`config.mk`:
```
export PLATFORM = sky130hd
export DESIGN_NAME = etc_lane_arbiter
export DESIGN_NICKNAME = d
export VERILOG_FILES = /design/src/rtl/etc_lane_arbiter.sv
export SDC_FILE = /design/constraint.sdc
export NUM_CORES = 1
export LEC_CHECK = 0
export BUFFER_PORTS_ARGS = -buffer_cell sky130_fd_sc_hd__buf_4
export CELL_PAD_IN_SITES_DETAIL_PLACEMENT = 1
export CELL_PAD_IN_SITES_GLOBAL_PLACEMENT = 1
export CORE_MARGIN = 2
export CORE_UTILIZATION = 37
export DETAILED_ROUTE_END_ITERATION = 8
export PLACE_DENSITY = 0.8
export SYNTH_ARGS = -nofsm -noshare
export SYNTH_HDL_FRONTEND = slang
export SYNTH_SLANG_ARGS = --single-unit
```
`constraint.sdc`:
```
create_clock -name clk -period 3.4 [get_ports clk]
set_input_delay 0.34 -clock clk [delete_from_list [all_inputs] [get_ports clk]]
set_output_delay 0.34 -clock clk [all_outputs]
set_load 0.1 [all_outputs]
```
`src/rtl/etc_lane_arbiter.sv`:
```
// Round-robin arbiter sharing one ETC speed-measurement engine between two lanes.
// Optional timeout/abort logic is enabled by defining ETC_ARB_TIMEOUT_EN.
module etc_lane_arbiter #(
    parameter int WIDTH_SPEED = 14,
    parameter int TIMEOUT_CYC = 1000000
) (
    input  logic                   clk,
    input  logic                   reset_n,
    input  logic [1:0]             req,
    input  logic                   eng_done,
    input  logic [WIDTH_SPEED-1:0] eng_speed,
    output logic [1:0]             grant,
    output logic                   eng_start,
    output logic                   eng_abort,
    output logic                   res_valid,
    output logic                   res_lane,
    output logic [WIDTH_SPEED-1:0] res_speed,
    output logic                   res_timeout,
    output logic                   busy
);

    // state     | meaning
    // S_IDLE    | engine free, waiting for a lane request
    // S_GRANT   | one cycle: grant asserted, engine start pulsed
    // S_BUSY    | engine measuring, waiting for done (or timeout)
    // S_RELEASE | one cycle: result strobed, grant still held
    typedef enum logic [1:0] {
        S_IDLE,
        S_GRANT,
        S_BUSY,
        S_RELEASE
    } state_t;

    state_t state;
    logic   lane;
    logic   last_served;
    logic   sel_lane;

    // On a tie the lane that was not served last wins.
    always_comb begin
        sel_lane = 1'b0;
        if (req == 2'b11)
            sel_lane = ~last_served;
        else
            sel_lane = req[1];
    end

`ifdef ETC_ARB_TIMEOUT_EN
    localparam int CNT_W = $clog2(TIMEOUT_CYC + 1);
    logic [CNT_W-1:0] cnt;
`else
    logic unused_timeout_cyc;
    assign unused_timeout_cyc = ^TIMEOUT_CYC;
`endif

    always_ff @(posedge clk or negedge reset_n) begin
        if (!reset_n) begin
            state       <= S_IDLE;
            lane        <= 1'b0;
            last_served <= 1'b1;
            grant       <= 2'b00;
            eng_start   <= 1'b0;
            eng_abort   <= 1'b0;
            res_valid   <= 1'b0;
            res_lane    <= 1'b0;
            res_speed   <= '0;
            res_timeout <= 1'b0;
            busy        <= 1'b0;
`ifdef ETC_ARB_TIMEOUT_EN
            cnt         <= '0;
`endif
        end else begin
            eng_start   <= 1'b0;
            eng_abort   <= 1'b0;
            res_valid   <= 1'b0;
            res_lane    <= 1'b0;
            res_speed   <= '0;
            res_timeout <= 1'b0;
            case (state)
                S_IDLE: begin
                    if (|req) begin
                        state     <= S_GRANT;
                        lane      <= sel_lane;
                        grant     <= sel_lane ? 2'b10 : 2'b01;
                        eng_start <= 1'b1;
                        busy      <= 1'b1;
                    end
                end
                S_GRANT: begin
                    state <= S_BUSY;
`ifdef ETC_ARB_TIMEOUT_EN
                    cnt   <= '0;
`endif
                end
                S_BUSY: begin
                    // Done takes priority over a coincident timeout.
                    if (eng_done) begin
                        state       <= S_RELEASE;
                        res_valid   <= 1'b1;
                        res_lane    <= lane;
                        res_speed   <= eng_speed;
                        res_timeout <= 1'b0;
                    end
`ifdef ETC_ARB_TIMEOUT_EN
                    else if (cnt == CNT_W'(TIMEOUT_CYC - 1)) begin
                        state       <= S_RELEASE;
                        res_valid   <= 1'b1;
                        res_lane    <= lane;
                        res_speed   <= '0;
                        res_timeout <= 1'b1;
                        eng_abort   <= 1'b1;
                    end else begin
                        cnt <= cnt + 1'b1;
                    end
`endif
                end
                S_RELEASE: begin
                    state       <= S_IDLE;
                    last_served <= lane;
                    grant       <= 2'b00;
                    busy        <= 1'b0;
                end
                default: begin
                    state <= S_IDLE;
                    grant <= 2'b00;
                    busy  <= 1'b0;
                end
            endcase
        end
    end

endmodule

```
# Yosys cells after proc, flatten, opt, wreduce, memory -nomap -nowiden
# Index checks and enable logic that the tools add are counted.
# op_classes
n_addsub	0
n_mul	0
n_div	0
n_lt_le_gt_ge	0
eq_ne	6
shifts	0
n_mux	17
bitwise	1
n_reduce_logical	6
# ops
operator	n
$mux 14	2
$mux 1	8
$mux 2	4
$pmux 2 s4	1
$eq 2x2->1 const B	3
$reduce_and 2->1	3
$ne 2x2->1 const B	2
$pmux 2 s2	1
$eq 2x1->1 const B	1
$logic_not 2->1	1
$pmux 1 s2	1
$reduce_bool 2->1	1
$reduce_or 2->1	1
$not 1->1	1
# word_totals
reg_bits	24
latchBits	0
mem_bits_rw	0
mem_bits_ro	0
output_inout_bits	22
word_cells	39
mem_count	0

# Depth between registers and ports, before layout
# depth
word_depth	5
mapped_depth	5
ltp_nobuf	5

# Worst setup path before layout
# OpenSTA, ideal clock, no wires.
# synth_path
path_type	flip-flop to flip-flop
from	reg state[0]
to	reg state[1]
setup_ps	125
t_arrival_ps	1370
required_time_ps	3275
slack_ps	1905
stages_incl_launch_ff	6
synth_period_minus_slack_ps	1495
cell_sequence	dfrtp_1 inv_1 ha_1 nor3b_4 a21oi_2 mux2_4
# synth_via
elab_chain_cells	3
# synth_lines
element	line	text
from (decl)	34	state_t state;
from (signal assigned)	58	state <= S_IDLE;
from (signal assigned)	82	state <= S_GRANT;
from (signal assigned)	90	state <= S_BUSY;
$eq 2x2->1 / $logic_not 2->1 (equally long branches)	79	case (state)
$ne 2x2->1 (no source line)	n/a	
$reduce_and 2->1 (no source line)	n/a	
# Parallel ways exist; a longest one is shown, timed or not.
# A chain may end at the register's enable or synchronous reset.

# Final worst setup path
# Ends and elaborated chain as after synthesis.

==> impl_results.md <==
- Clock power frac: 15.4%
- Crit Path Class: flop to flop
- Drt total wl: 2119 um
- Final setup viols: 0
- Routed vias: 674
- Internal reg-to-reg setup slack: 1730 ps
- Net Sw Power: 0.0006705 W
- TritonCTS clock tree: yes
- CTS clk-pin slew, worst paths: 140 ps
- Worst vdd ir: 0.5107 mV
- EDFF count, synth: 0
- Register area share after synthesis: 63.37%
- Post-DP HPWL: 1619 um
- First-pass detailed-route iteration total: 1
- Distinct cells, synth: 21
- Antenna Cells: 0
- Largest net degree at the start of global routing: 25
- WHS Path Cells: 2
- CTS resizes: 0
- Post-CTS Hold Buffers: 1
- Cells after DPL: 137
- Crit Reg-Reg Startpoint: state[0]
- I/O Pins: 41
- Mapped Cells: 72
- Hold Startpoint: eng_speed[6]
- Hold Fails Final Rpt: 0
- Final period utilization: 49.00%
- CTS Buf Count: 3
- Type of origin of the critical path: flop
- Crit Path Max Fanout: 7
- Final ANT Viol Nets: 0
- Final Non-Filler Cells: 142
- Tmin final: 1666 ps
- FF+latch count, synth: 24
- Critical Path AT: 1890 ps
- DR iter-0 viols: 0
- Sw Ratio: 49.81%
- Average wire per standard cell: 14.92 um
- Static Leak: 0.7461 nW
- Unrepaired setup endpoints after global routing: no
- Die area: 2988 sq um
- Async SR Flop Fraction: 100.0%
- Int Pwr: 0.0006756 W
- Clock latency on the worst-skew pair: 320 ps
- HP Class: input port to flop
- Average via count per standard cell: 4.746
- GP Congestion: 0.7444
- Number of global-route vias before repair: 646
- Initial Util: 38.69%
- Combinational power share: 54.2%
- Area Overhead vs Synth: 38.60%
- Core Rows: 18
- Port Buffers: 38
- Die height: 54.66 um
- # Post-CTS Setup Buffers: 0
- Most used DFF post-synth: dfrtp_1
- Hold Path End: res_speed[6]
- Register-to-Register Path Depth: 5
- Total gr overflow: 0
- Outcome: finished, final reports clean
- Highest clock rate: 0.6002 GHz
- Share of layout cells above drive strength 1: 42.86%
- Root Buffer: clkbuf_4
- Slew Limit Fails: 0
- Mapped Area: 949.7 sq um
- Buffer depth of the longest clock path: 2
- GRT Util Overall: 16.00%
- Fill cell count: 271
- Avg Cell Area, Syn: 13.19 sq um
- First-pass GRT wire length: 3229 um
- CP required: 3630 ps
- Clock Sinks: 24
- Setup Skew: 8.810 ps
- FF-to-FF End: state[1]
- Core ar.: 2455 sq um
- DRC Markers: 0
- PwrDens: 1023 nW/um^2
- Setup tns final: 0 ps
- H-tree Lvls: 1
- Final #Nets: 138
- Flop pwr share: 30.4%
- Die Span X: 54.66 um
- Yosys warns: 0
- CP Capture Type: flop
- Max Cap Viol: 0
- Initial antenna violation count: 0
synth_stat cells (all sizes together), types with 2 or more instances:
library cell | number | area [sq um]
dfrtp | 23 | 575.6
and3 | 15 | 93.84
ha | 6 | 75.07
nand2 | 4 | 15.01
o21ai | 4 | 20.02
inv | 3 | 11.26
buf | 2 | 15.01
clkbuf | 2 | 7.510
mux2 | 2 | 26.27
registers in the layout, summed over array words and instances (netlist names):
| signal | flops |
|---|---|
| busy | 1 |
| state | 2 |
| last_served | 1 |
| grant | 2 |
| res_valid | 1 |
| res_lane | 1 |
| lane | 1 |
| res_speed | 14 |
| eng_start | 1 |
worst max-delay path: stages (launching register included):
cell and delay, ps:
dfrtp_1 440, inv_1 150, ha_1 260, nor3b_4 340
a21oi_2 80, mux2_4 310
area by class of cell:
| class | count | area [sq um] | area share, % |
|---|---|---|---|
| inverters | 3 | 11.26 | 0.8555 |
| clock buffers | 3 | 22.52 | 1.711 |
| clock inverters | 1 | 30.03 | 2.281 |
| multi-input cells | 42 | 317.8 | 24.14 |
| repair buffers | 39 | 295.3 | 22.43 |
| flip-flops and latches | 24 | 601.8 | 45.72 |
| well taps | 30 | 37.54 | 2.852 |
cells by family (layout without fill, tap and decap cells):
logic type / count (synthesis) / count (layout) / share of synthesized area, %
simple gates: 22 / 22 / 14.49
buf+inv: 7 / 46 / 3.557
flops: 24 / 24 / 63.37
fa+ha+maj: 6 / 6 / 7.905
other cells: 1 / 2 / 0.3949
compound gates: 10 / 10 / 7.511
mux: 2 / 2 / 2.766
through the flow:
| stage | total power [W] | setup WS (ps) | hold slack, ps | utilization (%) | cell area [sq um] |
|---|---|---|---|---|---|
| finish | 0.001346 | 1734 | 236.1 | 53.62 | 1316 |
| detailed placement | 0.001149 | 1746 | 250.3 | 51.07 | 1254 |
| floorplan | 0.0009809 | 1905 | 44.41 | - | 953.4 |
| global placement | 0.001129 | 1816 | 246.3 | 51.07 | 1254 |
| global route | 0.001414 | 1639 | 229.1 | 53.62 | 1316 |
| CTS | 0.001357 | 1738 | 226.4 | 53.62 | 1316 |
worst max path at each step:
stage                         from  slack [ps]       end  cells after the start
after CTS                 state[0]        1740  state[1]                      5
final                     state[0]        1730  state[1]                      5
after floorplan           state[0]        1900  state[1]                      5
after global placement    state[0]        1820  state[1]                      5
after detailed placement  state[0]        1750  state[1]                      5
after global routing      state[0]        1640  state[1]                      5
cell usage in the layout, fill, tap and decap left out, types with 2 or more instances in the layout:
cell,n
conb_1,2
inv_1,3
buf_4,38
dfrtp_1,23
and3_1,15
o21ai_0,4
clkbuf_4,3
nand2_1,4
ha_1,6
metal layers:
metal	vias up	global-route usage [%]	share of wire (%)	wire length (um)
li1	320	-	-	-
met4	0	12.50	3.2	67
met5	-	0	0	0
met1	334	20.17	41	866
met2	15	25.40	53	1122
met3	5	0.8197	3.0	63
power groups by stage:
stage	clock, W	sequential, W	combinational (W)
after floorplan	0	0.000783	0.000198
after global placement	0	0.000411	0.000718
after detailed placement	0	0.000415	0.000733
after CTS	0.000213	0.000409	0.000735
after global routing	0.000226	0.000419	0.000768
final	0.000207	0.000409	0.000730
(Power assumes the default switching activity.)
